## src/rtl/ram_byte_access_ctrl.sv

```systemverilog
// Byte-serialising request sequencer in front of a single-port-style byte RAM.
// Splits 8/16-bit little-endian requests into one or two RAM byte cycles.
module ram_byte_access_ctrl #(
  parameter int AW = 10,
  parameter int DW = 8
) (
  input  logic            CLK,
  input  logic            RST_N,
  input  logic            REQ_VALID,
  output logic            REQ_READY,
  input  logic            REQ_WR,
  input  logic            REQ_WIDE,
  input  logic [AW-1:0]   REQ_ADDR,
  input  logic [2*DW-1:0] REQ_WDATA,
  output logic            RSP_VALID,
  output logic [2*DW-1:0] RSP_RDATA,
  output logic            RAM_WE,
  output logic            RAM_RE,
  output logic [AW-1:0]   RAM_RA,
  output logic [AW-1:0]   RAM_WA,
  output logic [DW-1:0]   RAM_WD,
  input  logic [DW-1:0]   RAM_Q
);

  typedef enum logic [1:0] {
    S_IDLE,
    S_BYTE0,
    S_BYTE1,
    S_RESP
  } state_t;

  state_t            state_q, state_d;
  logic [AW-1:0]     addr_q;
  logic [AW-1:0]     addr_inc;
  logic [AW-1:0]     ram_addr;
  logic [2*DW-1:0]   wdata_q;
  logic [2*DW-1:0]   rdata_q;
  logic              wr_q;
  logic              wide_q;
  logic              accept;

  assign accept   = REQ_VALID && (state_q == S_IDLE);
  // Natural AW-bit overflow gives the required wrap from the top byte to 0.
  assign addr_inc = addr_q + {{(AW-1){1'b0}}, 1'b1};

  // NOTE: sequential state uses non-blocking assignments so every register
  // samples pre-edge values regardless of statement order.
  always_ff @(posedge CLK or negedge RST_N) begin
    if (!RST_N) begin
      state_q <= S_IDLE;
      addr_q  <= '0;
      wdata_q <= '0;
      rdata_q <= '0;
      wr_q    <= 1'b0;
      wide_q  <= 1'b0;
    end else begin
      state_q <= state_d;
      if (accept) begin
        addr_q  <= REQ_ADDR;
        wdata_q <= REQ_WDATA;
        wr_q    <= REQ_WR;
        wide_q  <= REQ_WIDE;
        rdata_q <= '0;
      end
      // RAM_Q is only meaningful while RAM_RE is high, i.e. in a read byte state.
      if (state_q == S_BYTE0 && !wr_q) rdata_q[DW-1:0]    <= RAM_Q;
      if (state_q == S_BYTE1 && !wr_q) rdata_q[2*DW-1:DW] <= RAM_Q;
    end
  end

  // NOTE: every output of this block gets a default first, so no path can
  // leave a value unassigned and infer a latch.
  always_comb begin
    state_d   = state_q;
    REQ_READY = 1'b0;
    RSP_VALID = 1'b0;
    RAM_WE    = 1'b0;
    RAM_RE    = 1'b0;
    ram_addr  = addr_q;
    RAM_WD    = wdata_q[DW-1:0];
    case (state_q)
      S_IDLE: begin
        REQ_READY = 1'b1;
        if (REQ_VALID) state_d = S_BYTE0;
      end
      S_BYTE0: begin
        RAM_WE  = wr_q;
        RAM_RE  = !wr_q;
        state_d = wide_q ? S_BYTE1 : S_RESP;
      end
      S_BYTE1: begin
        ram_addr = addr_inc;
        RAM_WD   = wdata_q[2*DW-1:DW];
        RAM_WE   = wr_q;
        RAM_RE   = !wr_q;
        state_d  = S_RESP;
      end
      S_RESP: begin
        RSP_VALID = 1'b1;
        state_d   = S_IDLE;
      end
      default: state_d = S_IDLE;
    endcase
  end

  assign RAM_RA    = ram_addr;
  assign RAM_WA    = ram_addr;
  assign RSP_RDATA = rdata_q;

endmodule

```

## config.mk

```make
export PLATFORM = sky130hd
export DESIGN_NAME = ram_byte_access_ctrl
export DESIGN_NICKNAME = d
export VERILOG_FILES = /design/src/rtl/ram_byte_access_ctrl.sv
export SDC_FILE = /design/constraint.sdc
export NUM_CORES = 1
export LEC_CHECK = 0
export BUFFER_PORTS_ARGS = -buffer_cell sky130_fd_sc_hd__buf_2
export CELL_PAD_IN_SITES_DETAIL_PLACEMENT = 0
export CELL_PAD_IN_SITES_GLOBAL_PLACEMENT = 2
export CORE_MARGIN = 2
export CORE_UTILIZATION = 32
export CTS_CLUSTER_SIZE = 30
export DETAILED_ROUTE_END_ITERATION = 8
export GPL_ROUTABILITY_DRIVEN = 0
export GPL_TIMING_DRIVEN = 0
export PLACE_DENSITY = 0.79
export SYNTH_ARGS = -nofsm -noshare
export SYNTH_HDL_FRONTEND = slang
export SYNTH_SLANG_ARGS = --single-unit
```

## constraint.sdc

```tcl
create_clock -name CLK -period 3.8 [get_ports CLK]
set_input_delay 0.19 -clock CLK [delete_from_list [all_inputs] [get_ports CLK]]
set_output_delay 0.19 -clock CLK [all_outputs]
set_load 0.01 [all_outputs]
```

==> metrics.cfg <==
[status]
outcome = complete, no violations

[layout]
stdcell_area_mm2 = 0.00276
register_area_mm2 = 0.00115
fin_nets = 297
diodes = 0
fillCellCount = 637
multi_input_area_um2 = 863
drive_above_1_share_pct = 50.4
fin_util_pct = 43.2
area_growth_pct = 30.1

[global_route]
first_global_vias = 1518
grt_max_degree = 47
grt_usage_pct = 13.1
antenna_found_initial = 0
grt_pass1_wl_um = 7480
grt.overflow.total = 0

[yosys]
yosysWarnings = 0
yosysTopAreaCell = dfrtp_1
synth_simple_gate_area_share_pct = 5.49
muxShareOfSynthArea_pct = 19.6
synthAdderAreaFrac_pct = 3.54
syn_area_per_cell_um2 = 13.3
yosysTopAreaCellShare_pct = 54.3
netlist_area_mm2 = 0.00212
synth_compound_area_share_pct = 8.32
ys_ff_latch = 46
synth_area_leaders = dfrtp_1, mux2_1, mux2_2
synth_top_family_by_area = multiplexers
syn_nets = 204
synth_xor_area_share_pct = 3.72
netlist_instances = 159
yosysSeqAreaShare_pct = 54.3
synth_cell_types = 22

[route]
vias = 1493
drtAntennaViolNets = 0
first_iter_violations = 54
wire_per_inst_um = 13.9
routed_wl_um = 4570
dr.pass1.iters = 4
drc = 0
viasPerCell = 4.54

[critical_path]
cp.required_ns = 3.61
r2r_end = wdata_q[13]
reg2reg_slack_ns = 1.93
r2r_cells = 5
path_buf_inv = 3
cp_max_fo = 6
cp_top_family = simple AND/OR/NAND/NOR gates
cp-start-kind = register
max_stage_delay_ns = 0.41
critPathKind = reg -> out
endpoint_kind = primary output
worstPathArrival_ns = 2.24
rr_startpoint = state_q[0]
worstPathCellList = inv_1 > ha_1 > nand4_1 > nor3_1 > xor2_1 > buf_4 > buf_2
slowest_stage = dfrtp_1

[clocking]
cts_sinks = 46
numCtsBuffers = 5
cts_max_level = 2
post_cts_resized = 0
path_clk_slew_ns = 0.08
cts-root-buf = clkbuf_8
cts-hold-fix-buffers = 0
insertion_delay_ns = 0.29
cts_tree = done
postCtsSetupBuffers = 0
cts_max_path_buffers = 2

[floorplan]
die_area_mm2 = 0.00729
start_util_pct = 33.2
core_mm2 = 0.00639
io_pins = 87
num_rows = 29
die_w_um = 85.4
die_h_um = 85.4

[placed_design]
post-dp-hpwl_um = 3380
dpl_cell_area_mm2 = 0.00265
io_buffers = 86
place_ws_ns = 1.69

[sta]
finalSetupTns_ns = 0
fin_crit_ns = 2.43
finalMaxSlewViolations = 0
max_freq_ghz = 0.412
setup_viol_count_final = 0
hold_violations = 0
timing.final.crit_share_pct = 63.9
relSlewSlack_pct = 32.4
rsz0062_at_grt = false
clock_skew_ns = 0.00913
worst_slack_ns = 1.37
tightest_slew_ns = 1.01

[pwr]
power_density_mw_per_mm2 = 890
combPwrFrac_pct = 49.4
leakagePower_uw = 0.00140
switchingPower_uw = 889
swShare_pct = 36.2
internal-power_uw = 1570
p_seq_share_pct = 35.8
clock_power_share_pct = 14.8
ir_drop_mv = 0.375
p_total_uw = 2460

[flow_run]
maxCapViolCount = 0

[hold_path]
hp-class = in -> async

==> cells in the mapped netlist <==
library cell	n
mux2_2	17
o21ai_0	2
clkbuf_1	1
inv_1	2
a21oi_2	2
nor2b_1	3
nand2_1	6
xor2_1	6
a32oi_1	1
ha_1	6
and2_1	1
dfrtp_1	46
nand4_1	4
buf_2	4
nand2_2	1
xnor2_1	3
nand2b_1	2
mux2_1	20
nor3_1	2
a22o_1	16
buf_4	10
nor2_1	4
==> worst register-to-register path, stage by stage (launching register included) <==
cell     delay, ns
dfrtp_1       0.39
inv_1         0.11
ha_1          0.30
nand2_2       0.26
buf_2         0.33
mux2_1        0.36
==> through the flow <==
stage               hold slack, ns  cells
global placement             0.401    322
floorplan                   -0.106    159
detailed placement           0.406    322
finish                      0.0651    329
global route                 0.100    329
CTS                         0.0965    329
==> flip-flops by register name, summed over array words and instances, names as in the netlist <==
signal / count
RSP_RDATA: 16
addr_q: 10
state_q: 2
wdata_q: 16
wide_q: 1
wr_q: 1
==> layout make-up <==
class / instances / area share [%]
Buffer: 15 / 3.58
Sequential cell: 46 / 41.7
Clock inverter: 1 / 1.09
Multi-Input combinational cell: 96 / 31.3
Timing Repair Buffer: 86 / 15.6
Clock buffer: 6 / 2.99
Tap cell: 77 / 3.49
Inverter: 2 / 0.272
==> cells in the final DEF, fill, tap and decap left out, drive strengths merged, types with 2 or more instances in the layout <==
master,Yosys,routed
dfrtp,46,46
clkbuf,1,7
mux2,37,37
a21oi,2,2
nor3,2,2
buf,14,100
xor2,6,6
nor2,4,4
nand2,7,7
nor2b,3,3
ha,6,6
a22o,16,16
xnor2,3,3
inv,2,2
nand2b,2,2
nand4,4,4
o21ai,2,2
==> logic make-up (layout without fill, tap and decap cells) <==
| kind of cell | count (synthesis) | count (layout) |
|---|---|---|
| AO/OA/AOI/OAI | 21 | 21 |
| AND/OR/NAND/NOR | 23 | 23 |
| adder cells (fa/ha/maj) | 6 | 6 |
| XOR/XNOR | 9 | 9 |
| buffers and inverters | 17 | 110 |
| multiplexers | 37 | 37 |
| flip-flops | 46 | 46 |
==> power groups by stage <==
stage	sequential [µW]	combinational, µW	clock (µW)
2_1_floorplan	883	791	0
3_3_place_gp	886	1220	0
3_5_place_dp	881	1240	0
4_1_cts	879	1240	380
5_1_grt	915	1340	399
6_report	878	1210	364
==> per-layer routing <==
| metal | part of all wire (%) | wire (µm) | vias up | track usage [%] |
|---|---|---|---|---|
| met1 | 47 | 2150 | 680 | 18.4 |
| met2 | 40 | 1840 | 69 | 18.3 |
| li1 | - | - | 740 | - |
| met3 | 12 | 540 | 4 | 5.16 |
| met5 | 0 | 0 | - | 0 |
| met4 | 0.70 | 32 | 0 | 4.33 |
==> how the worst max path moves through the flow <==
| stage | endpoint | start | cells after the start | slack (ns) |
|---|---|---|---|---|
| CTS | RAM_WA[9] | state_q[0] | 7 | 1.33 |
| global placement | RAM_WA[9] | state_q[0] | 7 | 1.69 |
| floorplan | RAM_WA[8] | state_q[0] | 6 | 1.97 |
| finish | RAM_WA[9] | state_q[0] | 7 | 1.37 |
| detailed placement | RAM_WA[9] | state_q[0] | 7 | 1.69 |
| global route | RAM_WA[8] | state_q[0] | 7 | 1.16 |
No activity file was read; power rests on OpenSTA's default activity.
